[config.mk]
export PLATFORM = sky130hd
export DESIGN_NAME = cvrt_gry_bin_pipe
export DESIGN_NICKNAME = d
export VERILOG_FILES = /design/src/rtl/cvrt_gry_bin_pipe.sv
export SDC_FILE = /design/constraint.sdc
export NUM_CORES = 1
export LEC_CHECK = 0
export CORE_MARGIN = 2
export CORE_UTILIZATION = 55
export CTS_BUF_LIST = sky130_fd_sc_hd__clkbuf_2
export DETAILED_ROUTE_END_ITERATION = 10
export MAX_ROUTING_LAYER = met4
export PLACE_DENSITY = 0.85
export SLEW_MARGIN = 30
export SYNTH_ARGS = -nofsm -noshare
export SYNTH_HDL_FRONTEND = slang
export SYNTH_SLANG_ARGS = --single-unit
[constraint.sdc]
create_clock -name i_clk -period 2.8 [get_ports i_clk]
set_clock_uncertainty 0.05 [all_clocks]
set_input_delay 0.56 -clock i_clk [delete_from_list [all_inputs] [get_ports i_clk]]
set_output_delay 0.56 -clock i_clk [all_outputs]
set_load 0.1 [all_outputs]
[src/rtl/cvrt_gry_bin_pipe.sv]
// Pipelined Gray-to-binary decoder with valid/ready flow control and a
// single-step checker that flags non-adjacent Gray transitions.
module cvrt_gry_bin_pipe #(
    parameter int DATA_WIDTH = 4,
    parameter int STAGES     = 2
) (
    input  logic                  i_clk,
    input  logic                  i_rst,
    input  logic                  i_clr,
    input  logic [DATA_WIDTH-1:0] i_gry,
    input  logic                  i_valid,
    output logic                  o_ready,
    output logic [DATA_WIDTH-1:0] o_bin,
    output logic                  o_step_err,
    output logic                  o_valid,
    input  logic                  i_ready
);

    localparam int BASE_BITS = DATA_WIDTH / STAGES;

    // Highest bit resolved by stage s; bits are resolved MSB-first.
    function automatic int stage_hi(input int s);
        return DATA_WIDTH - 1 - s * BASE_BITS;
    endfunction

    // Lowest bit resolved by stage s; the last stage absorbs the remainder.
    function automatic int stage_lo(input int s);
        return (s == STAGES - 1) ? 0 : stage_hi(s) - BASE_BITS + 1;
    endfunction

    // Bits above hi are already binary, bits in [hi:lo] are turned into binary,
    // bits below lo stay Gray for the following stages.
    function automatic logic [DATA_WIDTH-1:0] resolve(
        input logic [DATA_WIDTH-1:0] word,
        input int                    hi,
        input int                    lo
    );
        logic [DATA_WIDTH-1:0] res;
        res = word;
        for (int k = DATA_WIDTH - 2; k >= 0; k--) begin
            if (k <= hi && k >= lo) begin
                res[k] = res[k+1] ^ res[k];
            end
        end
        return res;
    endfunction

    logic [DATA_WIDTH-1:0] stage_data [STAGES];
    logic [STAGES-1:0]     stage_vld;
    logic [STAGES-1:0]     stage_err;

    logic [DATA_WIDTH-1:0] up_data    [STAGES];
    logic [DATA_WIDTH-1:0] next_data  [STAGES];
    logic [STAGES-1:0]     up_vld;
    logic [STAGES-1:0]     up_err;
    logic [STAGES-1:0]     advance;

    logic [DATA_WIDTH-1:0] prev_gry;
    logic                  has_prev;
    logic [DATA_WIDTH-1:0] diff;
    logic                  multi_bit;
    logic                  chk_err;
    logic                  in_xfer;

    // A stage may load when it is empty or everything downstream moves on,
    // so any bubble upstream of a stall is collapsed.
    always_comb begin
        // NOTE: every combinational output gets a value on every path, so no latch is inferred.
        logic down;
        down    = i_ready;
        advance = '0;
        for (int s = STAGES - 1; s >= 0; s--) begin
            advance[s] = ~stage_vld[s] | down;
            down       = advance[s];
        end
    end

    assign o_ready = advance[0];
    assign in_xfer = i_valid & o_ready;

    // More than one differing bit <=> clearing the lowest set bit leaves something.
    assign diff      = i_gry ^ prev_gry;
    assign multi_bit = |(diff & (diff - DATA_WIDTH'(1)));
    assign chk_err   = has_prev & ~i_clr & multi_bit;

    always_comb begin
        up_data[0] = i_gry;
        up_vld[0]  = i_valid;
        up_err[0]  = chk_err;
        for (int s = 1; s < STAGES; s++) begin
            up_data[s] = stage_data[s-1];
            up_vld[s]  = stage_vld[s-1];
            up_err[s]  = stage_err[s-1];
        end
        for (int s = 0; s < STAGES; s++) begin
            next_data[s] = resolve(up_data[s], stage_hi(s), stage_lo(s));
        end
    end

    always_ff @(posedge i_clk) begin
        // NOTE: sequential state uses non-blocking assignments so every flop samples pre-edge values.
        if (i_rst) begin
            // NOTE: the data registers are reset too, because o_bin must read zero out of reset.
            for (int s = 0; s < STAGES; s++) begin
                stage_data[s] <= '0;
            end
            stage_vld <= '0;
            stage_err <= '0;
            prev_gry  <= '0;
            has_prev  <= 1'b0;
        end else begin
            for (int s = 0; s < STAGES; s++) begin
                if (advance[s]) begin
                    stage_vld[s] <= up_vld[s];
                    if (up_vld[s]) begin
                        stage_data[s] <= next_data[s];
                        stage_err[s]  <= up_err[s];
                    end
                end
            end

            // An accepted code always becomes the new reference, even under i_clr.
            if (in_xfer) begin
                prev_gry <= i_gry;
                has_prev <= 1'b1;
            end else if (i_clr) begin
                has_prev <= 1'b0;
            end
        end
    end

    assign o_valid    = stage_vld[STAGES-1];
    assign o_bin      = stage_data[STAGES-1];
    assign o_step_err = stage_err[STAGES-1];

endmodule

==> key figures <==
Yosys
  – Synth Area in XOR/XNOR: 6.785%
  – Cells after Synth: 76
  – Compound-Gate Fraction of Synth Area: under 10%
  – Netlist cell types: 23
  – Post-synthesis mux area share: around 1.3%
  – Syn_nets: between 80 and 90
  – Seq/Total Area, Yosys: between 50% and 60%
  – Post-Synth Adder-Cell Area: 0%
  – FFs w/ async S/R, synth: 0%
  – Syn avg cell area: approximately 10 sq um
  – Main combinational cell family by area after synthesis: simple AND/OR/NAND/NOR gates
  – Post-Synth Simple-Gate Area: a little under a quarter
  – Synth Flop Type: dfxtp_1
  – Synth warn: 0
  – Post-Syn Area: 774.5 sq um
  – EDFF count, synth: 8
  – #FFs+latches synth: 17

STA
  – Min Tclk post-route: 2163 ps
  – F_max: ~460 MHz
  – Worst Tran Pin Value: roughly 540 ps
  – Final Hold Fails: 0
  – Final setup vio count: 0
  – Slew HR: a little under two thirds
  – Period utilization: 77.24%
  – TNS Setup: 0 ps
  – Worst setup margin: 637.2 ps
  – Slew Viols, Final: 0
  – RSZ-0062 raised after global routing: false

Finish
  – Final instance area: approximately 900 sq um
  – Nets: 100
  – Antenna cells: 0
  – Util after Layout: a little under three quarters
  – Fraction of layout cells with a size suffix above 1: between 15 and 20%
  – Register area: ~420 sq um
  – Syn-to-layout area delta: 19.39%
  – Commonest non-fill, non-tap cells in the layout: 9 x nor2_1, 9 x dfxtp_1, 8 x clkdlybuf4s50_1, 8 x edfxtp_1, 7 x a21oi_1
  – Fill cells: ~100
  – Multi-input gate area: approximately 300 sq um

CTS
  – Root Driver: clkbuf_2
  – Post-CTS setup buffer count: 0
  – Clk_lat worst skew: ~300 ps
  – Clock sinks: 17
  – CTS tree: yes
  – CTS Buf Count: 3
  – Hold_buf cts: 0
  – Htree depth: 1
  – Clock slew at reported path FFs: approximately 160 ps
  – Post-CTS Resized: 0
  – CTS max path bufs: 2

Worst setup path
  – Crit. End Element: output pin
  – R2R setup slack: around 1400 ps
  – Crit path max fanout: 6
  – Critical path class: input port to output pin
  – Worst stage delay on the critical path: 470 ps
  – R2R cell count: 5
  – Reg2Reg Capture Point: stage_err[0]
  – Crit path cell chain: clkdlybuf4s50_1 > inv_1 > and3_4 > inv_6 > buf_12
  – Critical Path AT: 1550 ps
  – RR Startpoint: stage_vld[0]
  – WP buf/inv: 4
  – Crit path to: o_ready
  – Worst path required time: about 2200 ps
  – CP max-delay cell: clkdlybuf4s50_1
  – CP Launch Type: input port
  – Worst setup startpoint: i_ready
  – Critical path's top delay family: buffers and inverters
  – CP Depth: 5

Route
  – Drt via density: between 5 and 6
  – Pre-antenna DRT Iters: 4
  – Max Used Layer: met4
  – DR iter-0 viols: 21
  – Drt total wl: around 1400 um
  – DRC violations left: 0
  – Via Count: about 600
  – Met3 wire length: between 70 and 80 um
  – DR WL met2: approximately 670 um
  – Routed len/inst: 13.30 um
  – Final ANT Viol Nets: 0
  – M1 WL: about 550 um

Floorplan
  – Die area: about 1700 sq um
  – I/O pins: 16
  – Chip Width: 41.53 um
  – Core Area: ~1300 sq um
  – # rows: 13
  – Initial Utilization: around three fifths
  – Die height: slightly above 40 um

Global route
  – Largest net degree at the start of global routing: 15
  – Overall Global Routing Usage: a little under a fifth
  – Initial antenna violation count: 0
  – First-pass GRT wire length: 2304 um
  – Vias in the first global route: between 500 and 600
  – GRT overflow: 0

Pwr
  – Pwr/cell area: 552.3 nW/um^2
  – Worst IR Drop VDD: ~380 uV
  – Lkg Pwr: 0.3710 nW

Worst hold path
  – Min-Delay Path Class: flop to flop

Placed design
  – Global placement routability congestion: 0.7447
  – Port buffer count: 15
  – Placed Area: slightly above 900 sq um
  – Worst Setup Slack post-DPL: a little over 600 ps
  – Detailed placer's ending HPWL: about 1100 um

Run status
  – Status: finished, final reports clean

Flow run
  – Total of max-cap violations: 0
[tightest hold or removal path, cell delays in order (launching register included)]
cell and delay [ps]:
dfxtp_1 350, nand2_1 50, a21oi_1 50
[cell type report]
class	instances	area share, %
Sequential cell	17	45.47
Multi-Input combinational cell	51	32.88
Timing Repair Buffer	15	15.70
Tap cell	15	2.030
Inverter	3	1.759
Clock buffer	3	1.624
Clock inverter	1	0.5413
[cells by family (layout without fill, tap and decap cells)]
logic type | count (synthesis) | after routing
flip-flops | 17 | 17
buffers and inverters | 8 | 22
multiplexers | 1 | 1
AO/OA/AOI/OAI | 11 | 11
AND/OR/NAND/NOR | 33 | 33
XOR/XNOR | 6 | 6
[registers in the layout, summed over array words and instances, names as in the netlist]
name	cells
prev_gry	4
has_prev	1
stage_vld	2
stage_err	2
stage_data	8
[cells in the mapped netlist, types with 2 or more instances]
cell type	number	area share, %
dfxtp_1	9	23
o21ai_0	2	1.3
xnor2_1	5	5.7
edfxtp_1	8	31
nand3_1	4	2.6
and2_1	6	4.8
buf_4	4	3.9
nand2_1	5	2.4
nor2_1	9	4.4
inv_1	2	0.97
a21oi_1	7	4.5
nand2b_1	3	2.4
or3_1	2	1.6
[worst min-delay path by stage]
stage,slack [ps],depth (start not counted),startpoint,end
after floorplan,400,2,prev_gry[2],prev_gry[2]
after global placement,410,2,prev_gry[3],prev_gry[3]
after CTS,430,2,prev_gry[3],prev_gry[3]
after global routing,450,2,prev_gry[2],prev_gry[2]
final,430,2,prev_gry[3],prev_gry[3]
after detailed placement,410,2,prev_gry[3],prev_gry[3]
[metal layers]
layer  track usage (%)  up-vias
met4             20.65        0
met1             17.75      260
met3             3.913       12
met2             29.06       30
li1                  -      282
met5                 -        -
[stage by stage]
step | power [mW] | instances | hold WS (ps)
final | 0.5107 | 105 | 429.3
after global routing | 0.5351 | 105 | 453.6
after CTS | 0.5130 | 105 | 432.2
after detailed placement | 0.4055 | 101 | 411.5
after global placement | 0.4017 | 101 | 408.8
after floorplan | 0.3777 | 76 | 398.1
[where the power goes]
| part | switching, mW | leakage, nW | total (mW) | internal (mW) |
|---|---|---|---|---|
| sequential | 0.00763 | 0.160 | 0.285 | 0.278 |
| clock | 0.0783 | 0.0164 | 0.111 | 0.0323 |
| combinational | 0.0782 | 0.194 | 0.115 | 0.0364 |
| total | 0.164 | 0.371 | 0.511 | 0.346 |
Power figures use the tool's default switching activity.
